===== src/rtl/serial_cmp_pkg.sv =====
// Shared definitions for the bit-serial magnitude comparator: FSM state
// encoding and the counter-width helper.
package serial_cmp_pkg;

  // Encoding 2'd3 is unused; the FSM treats it as illegal and returns to IDLE.
  typedef enum logic [1:0] {
    S_IDLE  = 2'd0,
    S_SHIFT = 2'd1,
    S_DONE  = 2'd2
  } state_t;

  // Smallest r with 2**r >= n; sizes a counter that must hold n-1.
  function automatic int clog2(input int n);
    int r;
    r = 0;
    while ((1 << r) < n) r++;
    return r;
  endfunction

endpackage


===== src/rtl/cmp_bit_cell.sv =====
// One-bit MSB-first comparison step: the first differing bit pair decides the
// result, and later bit pairs cannot change a decided result.
module cmp_bit_cell (
  input  logic a_bit,
  input  logic b_bit,
  input  logic decided_in,
  input  logic gt_in,
  input  logic lt_in,
  output logic decided_out,
  output logic gt_out,
  output logic lt_out
);

  assign decided_out = decided_in | (a_bit ^ b_bit);
  assign gt_out      = decided_in ? gt_in : (a_bit & ~b_bit);
  assign lt_out      = decided_in ? lt_in : (~a_bit & b_bit);

endmodule


===== src/rtl/serial_magnitude_comparator.sv =====
// Bit-serial, MSB-first unsigned comparator. Each comparison takes WIDTH bit
// cycles, with no early exit. Results are held until the next done pulse.
module serial_magnitude_comparator
  import serial_cmp_pkg::*;
#(
  parameter int WIDTH = 8
) (
  input  logic             clk,
  input  logic             rst_n,
  input  logic             start,
  input  logic [WIDTH-1:0] a,
  input  logic [WIDTH-1:0] b,
  output logic             busy,
  output logic             done,
  output logic             gt,
  output logic             lt,
  output logic             eq
);

  localparam int CNT_W = clog2(WIDTH);

  state_t           state, state_next;
  logic [WIDTH-1:0] sa, sb;
  logic [CNT_W-1:0] cnt;
  logic             decided, pgt, plt;
  logic             cell_decided, cell_gt, cell_lt;

  cmp_bit_cell u_cell (
    .a_bit       (sa[WIDTH-1]),
    .b_bit       (sb[WIDTH-1]),
    .decided_in  (decided),
    .gt_in       (pgt),
    .lt_in       (plt),
    .decided_out (cell_decided),
    .gt_out      (cell_gt),
    .lt_out      (cell_lt)
  );

  // NOTE: next-state defaults to the current state before the case, so no path leaves it unassigned (no latch).
  always_comb begin
    state_next = state;
    case (state)
      S_IDLE:  if (start) state_next = S_SHIFT;
      S_SHIFT: if (cnt == '0) state_next = S_DONE;
      S_DONE:  state_next = S_IDLE;
      default: state_next = S_IDLE;
    endcase
  end

  // NOTE: sequential state uses non-blocking assignments so every register samples pre-edge values.
  always_ff @(posedge clk or negedge rst_n) begin
    if (!rst_n) begin
      state <= S_IDLE;
      busy  <= 1'b0;
    end else begin
      state <= state_next;
      busy  <= (state_next != S_IDLE);
    end
  end

  // NOTE: the operand shift registers are reset along with everything else so a reset leaves no stale operands.
  always_ff @(posedge clk or negedge rst_n) begin
    if (!rst_n) begin
      sa      <= '0;
      sb      <= '0;
      cnt     <= '0;
      decided <= 1'b0;
      pgt     <= 1'b0;
      plt     <= 1'b0;
      done    <= 1'b0;
      gt      <= 1'b0;
      lt      <= 1'b0;
      eq      <= 1'b0;
    end else begin
      done <= 1'b0;
      case (state)
        S_IDLE: begin
          if (start) begin
            sa      <= a;
            sb      <= b;
            cnt     <= CNT_W'(WIDTH - 1);
            decided <= 1'b0;
            pgt     <= 1'b0;
            plt     <= 1'b0;
          end
        end
        S_SHIFT: begin
          decided <= cell_decided;
          pgt     <= cell_gt;
          plt     <= cell_lt;
          sa      <= {sa[WIDTH-2:0], 1'b0};
          sb      <= {sb[WIDTH-2:0], 1'b0};
          if (cnt != '0) cnt <= cnt - CNT_W'(1);
        end
        S_DONE: begin
          gt   <= pgt;
          lt   <= plt;
          eq   <= ~pgt & ~plt;
          done <= 1'b1;
        end
        default: ;
      endcase
    end
  end

endmodule


===== config.mk =====
export PLATFORM = sky130hd
export DESIGN_NAME = serial_magnitude_comparator
export DESIGN_NICKNAME = d
export VERILOG_FILES = /design/src/rtl/serial_cmp_pkg.sv /design/src/rtl/cmp_bit_cell.sv /design/src/rtl/serial_magnitude_comparator.sv
export SDC_FILE = /design/constraint.sdc
export NUM_CORES = 1
export LEC_CHECK = 0
export CORE_MARGIN = 2
export CORE_UTILIZATION = 35
export CTS_CLUSTER_DIAMETER = 50
export DETAILED_ROUTE_END_ITERATION = 7
export PLACE_DENSITY_LB_ADDON = 0.08
export SLEW_MARGIN = 20
export SYNTH_ARGS = -nofsm -noshare
export SYNTH_HDL_FRONTEND = slang
export SYNTH_SLANG_ARGS = --single-unit

===== constraint.sdc =====
create_clock -name clk -period 1.2 [get_ports clk]
set_input_delay 0.24 -clock clk [delete_from_list [all_inputs] [get_ports clk]]
set_output_delay 0.24 -clock clk [all_outputs]
set_load 0.01 [all_outputs]

==> results_dict.tcl, run 1 <==
set metrics [dict create \
    outcome "complete, but fails checks" \
    violations "setup timing" \
    tritoncts "yes" \
    start_kind "flip-flop" \
    crit_required_ns 1.37 \
    insertion_delay_ns 0.28 \
    drv_slew 0 \
    grt_start_max_net_pins 30 \
    grtUsageTotal 0.1632 \
    cts-htree-levels 2 \
    skew_ns 0.005125 \
    p_leak_nw 0.8912 \
    timing.final.crit_share 1.095 \
    synth_top_cell_area_share 0.5410 \
    drive_gt1_frac 0.3193 \
    ys_seq_area_frac 0.5410 \
    min_path_type "input port to async pin" \
    yosysTopAreaCell "dfrtp_1" \
    initial_utilization 0.3664 \
    layout.nets 188 \
    rr_worst_depth 5 \
    rsz0062_at_grt "true" \
    cts_buffers 5 \
    die_h_um 65.91 \
    routed_wl_um 3034 \
    first_pass_iters 4 \
    critPathArrivalTime_ns 1.48 \
    ant_nets 0 \
    synthTopCellsByArea "dfrtp_1, a22oi_1, o21ai_0" \
    synthCells 122 \
    via_per_inst 4.986 \
    hpwl_um 2031 \
    die_area_sq_um 4343 \
    fin_ws_ns -0.1141 \
    grt_pass1_vias 1130 \
    layout_commonest_cell "dfrtp_1" \
    grt_pass1_wl_um 5195 \
    initialDrtViolationCount 65 \
    synth_cell_types 27 \
    max-slew-margin-rel 0.8137 \
    setup_viol 3 \
    hold_viol 0 \
    num_vias 1067 \
    syn2layout_area_growth_pct 47.01 \
    crit_path_end_kind "flip-flop" \
    cts_num_sinks 29 \
    place_congestion 0.7839 \
    io_buffers 23 \
    peakVddDrop_mv 1.223 \
    cts_buffer_depth 2 \
    holdWs_ns 0.3150 \
    power.total_w 0.004734 \
    grt-ovfl-total 0 \
    synth.avg_cell_area_sq_um 10.99 \
    ys_ff_latch 29 \
    cap_violations 0 \
    core_area_sq_um 3661 \
    fmax_mhz 761.0 \
    final_cell_mix "dfrtp_1, clkdlybuf4s50_1, buf_4, nand2_1" \
    path_class "flip-flop to flip-flop" \
    die_w_um 65.91 \
    wl_per_cell_um 14.18 \
    drc 0 \
    rows 22 \
    period_needed_ns 1.314 \
    path_clk_slew_ns 0.06 \
    power_density_nw_per_um2 2401 \
    grt_antenna_before_repair 0 \
    netlist_area_sq_um 1341 \
    worstPathMaxFanout 2 \
    clock-root-buffer "clkbuf_8" \
    max_slew.worst_pin.slew_ns 0.2782 \
    synth_nets 145 \
    yosys_warnings 0 \
    io_pins 24 \
    antenna_cells 0 \
]
sequential cells by signal, summed over array words and instances, names as in the netlist:
signal / flops
decided: 1
done: 1
busy: 1
sb: 8
eq: 1
plt: 1
gt: 1
state: 2
pgt: 1
lt: 1
cnt: 3
sa: 8
layout make-up:
| type | instances | area [sq um] |
|---|---|---|
| Fill cell | 329 | 1689 |
| Sequential cell | 29 | 728.2 |
| Multi-Input combinational cell | 79 | 618.1 |
| Timing Repair Buffer | 43 | 422.9 |
| Clock buffer | 7 | 86.33 |
| Tap cell | 48 | 60.06 |
| Clock inverter | 1 | 30.03 |
| Inverter | 7 | 26.28 |
report_power, final:
group	switching, W	internal (W)	total, W
Sequential	0.000266	0.00137	0.00164
Combinational	0.000928	0.00111	0.00204
Clock	0.000377	0.000676	0.00105
path summary, 6_finish.rpt:
path | from | slack, ns | to
max | cnt[0]$_DFFE_PN0P_ | -0.11 | cnt[0]$_DFFE_PN0P_
max in group asynchronous | rst_n | 0.70 | state[0]$_DFF_PN0_
min in group clk | start | 0.47 | busy$_DFF_PN0_
min reg2reg | eq$_DFFE_PN0P_ | 0.47 | eq$_DFFE_PN0P_
min | rst_n | 0.31 | sa[6]$_DFFE_PN0P_
max reg2reg | cnt[0]$_DFFE_PN0P_ | -0.11 | cnt[0]$_DFFE_PN0P_
Yosys cell counts:
library cell,n
a211o_1,1
a21oi_1,3
a22o_1,7
a22oi_1,14
a2bb2oi_1,1
and2b_1,1
and3b_1,2
buf_2,2
buf_4,4
clkbuf_1,1
dfrtp_1,29
ha_1,4
inv_1,7
mux2_2,2
mux2_4,1
nand2_1,15
nand2b_1,1
nand2b_4,1
nor2_1,3
nor2_4,1
nor2b_1,3
nor2b_2,1
o21ai_0,14
o21ai_1,1
o21bai_4,1
o22ai_1,1
o31ai_1,1
repair_timing:
item | 4_1_cts | 5_1_grt
gates resized for setup | 14 | 29
endpoints found under the setup margin | 22 | 22
pin swaps | 3 | 3
hold buffers | 0 | 0
setup buffers | 3 | 1
per-stage QoR:
step / setup TNS, ns / cells / worst slack [ns] / instance area (sq um) / util
2_1_floorplan: -0.1205 / 122 / -0.1205 / 1341 / -
3_3_place_gp: -4.777 / 203 / -0.2642 / 1753 / 0.4788
3_5_place_dp: -5.146 / 203 / -0.3041 / 1753 / 0.4788
4_1_cts: -0.2428 / 213 / -0.1342 / 1898 / 0.5185
5_1_grt: -0.3997 / 214 / -0.1727 / 1972 / 0.5386
6_report: -0.2143 / 214 / -0.1141 / 1972 / 0.5386
critical path, cell delays in order (launching register included):
cell and delay (ns):
dfrtp_1 0.37, inv_2 0.06, ha_4 0.15, and3b_2 0.22
nor2_4 0.10, mux2_4 0.30
cell families (layout without fill, tap and decap cells):
kind of cell               count (synthesis)  after routing  share of synthesized area
muxes                                      3              3                    0.02798
buffers and inverters                     14             58                    0.05224
DFF                                       29             29                     0.5410
and+or+nand+nor                           28             28                     0.1129
adders and majority gates                  4              4                    0.03731
AOI/OAI and AO/OA                         44             44                     0.2285
routing by layer:
| metal | GRT usage | up-vias | part of all wire |
|---|---|---|---|
| li1 | - | 521 | - |
| met4 | 0.07552 | 0 | 0.016 |
| met1 | 0.1887 | 522 | 0.43 |
| met2 | 0.2677 | 18 | 0.51 |
| met5 | 0 | - | 0 |
| met3 | 0.05963 | 6 | 0.039 |
Note: power is estimated with default switching activity, not from simulation.
==> inputs of run 2 (changes only) <==
- CORE_MARGIN: 2 -> default
- GPL_ROUTABILITY_DRIVEN: default -> 0
- SLEW_MARGIN: 20 -> default
==> results_dict.tcl, run 2 (synthesis gave the netlist of run 1 again) <==
set metrics [dict create \
    cts_num_sinks 29 \
    path_clk_slew_ns 0.06 \
    holdBufCountCts 0 \
    period_needed_ns 1.317 \
    initial_utilization 0.3664 \
    drv_slew 0 \
    die_w_um 63.91 \
    rsz0062_at_grt "true" \
    ant_nets 0 \
    multiInputGateArea_sq_um 595.6 \
    grt_antenna_before_repair 0 \
    p_leak_nw 0.8934 \
    worstPathMaxFanout 2 \
    insertion_delay_ns 0.27 \
    io_buffers 23 \
    largestRegisters "sa (8), sb (8), cnt (3)" \
    r2r_start "cnt[0]$_DFFE_PN0P_" \
    layout.nets 188 \
    syn2layout_area_growth_pct 42.26 \
    rows 22 \
    grt_pass1_wl_um 4836 \
    rrSetupSlack_ns -0.12 \
    die_area_sq_um 4084 \
    path_class "flip-flop to flip-flop" \
    io_pins 24 \
    fin_ws_ns -0.1168 \
    timing.rr.end "cnt[0]$_DFFE_PN0P_" \
    layout_commonest_cell "dfrtp_1" \
    routed_wl_um 2846 \
    rr_worst_depth 5 \
    first_pass_iters 4 \
    num_vias 1055 \
    violations "setup timing" \
    skew_ns 0.004968 \
    final_cell_mix "dfrtp_1, clkdlybuf4s50_1, buf_4, nand2_1, a22oi_1" \
    wl_per_cell_um 13.30 \
    seq_power_share 0.381 \
    power.share.clock 0.174 \
    initialDrtViolationCount 41 \
    timing.final.crit_share 1.097 \
    grt_pass1_vias 1033 \
    critPathArrivalTime_ns 1.47 \
    min_path_type "input port to async pin" \
    max-slew-margin-rel 0.8703 \
    setup_viol 3 \
    holdWs_ns 0.3274 \
    power.total_w 0.004295 \
    crit_required_ns 1.35 \
    placed_cell_area_sq_um 1745 \
    drc 0 \
    cap_violations 0 \
    tritoncts "yes" \
    drive_gt1_frac 0.2711 \
    nFillCells 341 \
    seqCellArea_sq_um 728.2 \
    peakVddDrop_mv 1.131 \
    clock-root-buffer "clkbuf_8" \
    grt_start_max_net_pins 30 \
    hold_viol 0 \
    core_area_sq_um 3661 \
    postLayoutCoreUtil 0.5212 \
    p_comb_frac 0.446 \
    grt-ovfl-total 0 \
    die_h_um 63.91 \
    placedCellCount 202 \
    switching_share 0.3374 \
    outcome "complete, but fails checks" \
    crit_path_end_kind "flip-flop" \
    via_per_inst 4.930 \
    antenna_cells 0 \
    hpwl_um 1915 \
    fmax_mhz 759.4 \
    p_int_w 0.002846 \
    start_kind "flip-flop" \
    final_cell_area_sq_um 1908 \
    switchingPower_w 0.001449 \
    stdcell_count 214 \
    cp-startpoint "cnt[0]$_DFFE_PN0P_" \
    grtUsageTotal 0.1591 \
    cts_buffer_depth 2 \
    power_density_nw_per_um2 2251 \
    cts-htree-levels 2 \
    cts_buffers 5 \
    max_slew.worst_pin.slew_ns 0.1943 \
]
-- run 2: cell count changes in the layout (fill, tap and decap cells not counted), sizes merged --
cell	before	now
dlygate4sd2	1	5
bufinv	1	0
clkdlybuf4s15	4	0
clkbuf	7	8
-- run 2: area by class of cell --
class	instances	share of cell area
Tap cell	48	0.03148
Clock buffer	8	0.04197
Multi-Input combinational cell	79	0.3121
Timing Repair Buffer	43	0.2190
Sequential cell	29	0.3816
Inverter	7	0.01377
-- run 2: what timing repair did --
item / 4_1_cts / 5_1_grt
gates resized for setup: 13 / 15
pin swaps: 2 / 2
buffers inserted: 3 / 2
endpoints found under the setup margin: 12 / 19
-- run 2: power by group through the flow --
stage                     clock, W  combinational [W]  sequential (W)
after detailed placement         0            0.00176         0.00164
after global placement           0            0.00172         0.00164
after CTS                 0.000776            0.00180         0.00163
after floorplan                  0            0.00104         0.00161
after global routing      0.000809            0.00212         0.00169
final                     0.000746            0.00191         0.00163
-- run 2: how the worst max path moves through the flow --
stage / end / cells past startpoint
floorplan: cnt[0]$_DFFE_PN0P_ / 5
global placement: sb[6]$_DFFE_PN0P_ / 5
detailed placement: sa[6]$_DFFE_PN0P_ / 5
CTS: cnt[0]$_DFFE_PN0P_ / 5
global route: cnt[0]$_DFFE_PN0P_ / 5
finish: cnt[0]$_DFFE_PN0P_ / 5
-- run 2: metrics by stage --
stage / setup TNS, ns / worst slack (ns)
floorplan: -0.1205 / -0.1205
global placement: -4.831 / -0.2580
detailed placement: -5.370 / -0.3618
CTS: -0.2121 / -0.1198
global route: -0.5053 / -0.1706
finish: -0.3181 / -0.1168
-- run 2: routing by layer --
layer / GRT usage / vias to the layer above / routed length (um)
li1: - / 515 / -
met1: 0.1944 / 521 / 1310
met2: 0.2500 / 17 / 1392
met3: 0.05357 / 2 / 114
met4: 0.07670 / 0 / 29
met5: 0 / - / 0
-- run 2: critical path, cell delays in order (launching register included) --
cell and delay [ns]:
dfrtp_1 0.36, inv_2 0.06, ha_4 0.14, and3b_2 0.23, nor2_4 0.10, mux2_4 0.30
==> inputs of run 3 (changes only) <==
- CAP_MARGIN: default -> 20
- SKIP_LAST_GASP: default -> 1
==> results of run 3 <==
No change in the layout: final DEF, timing and power equal those of run 2.
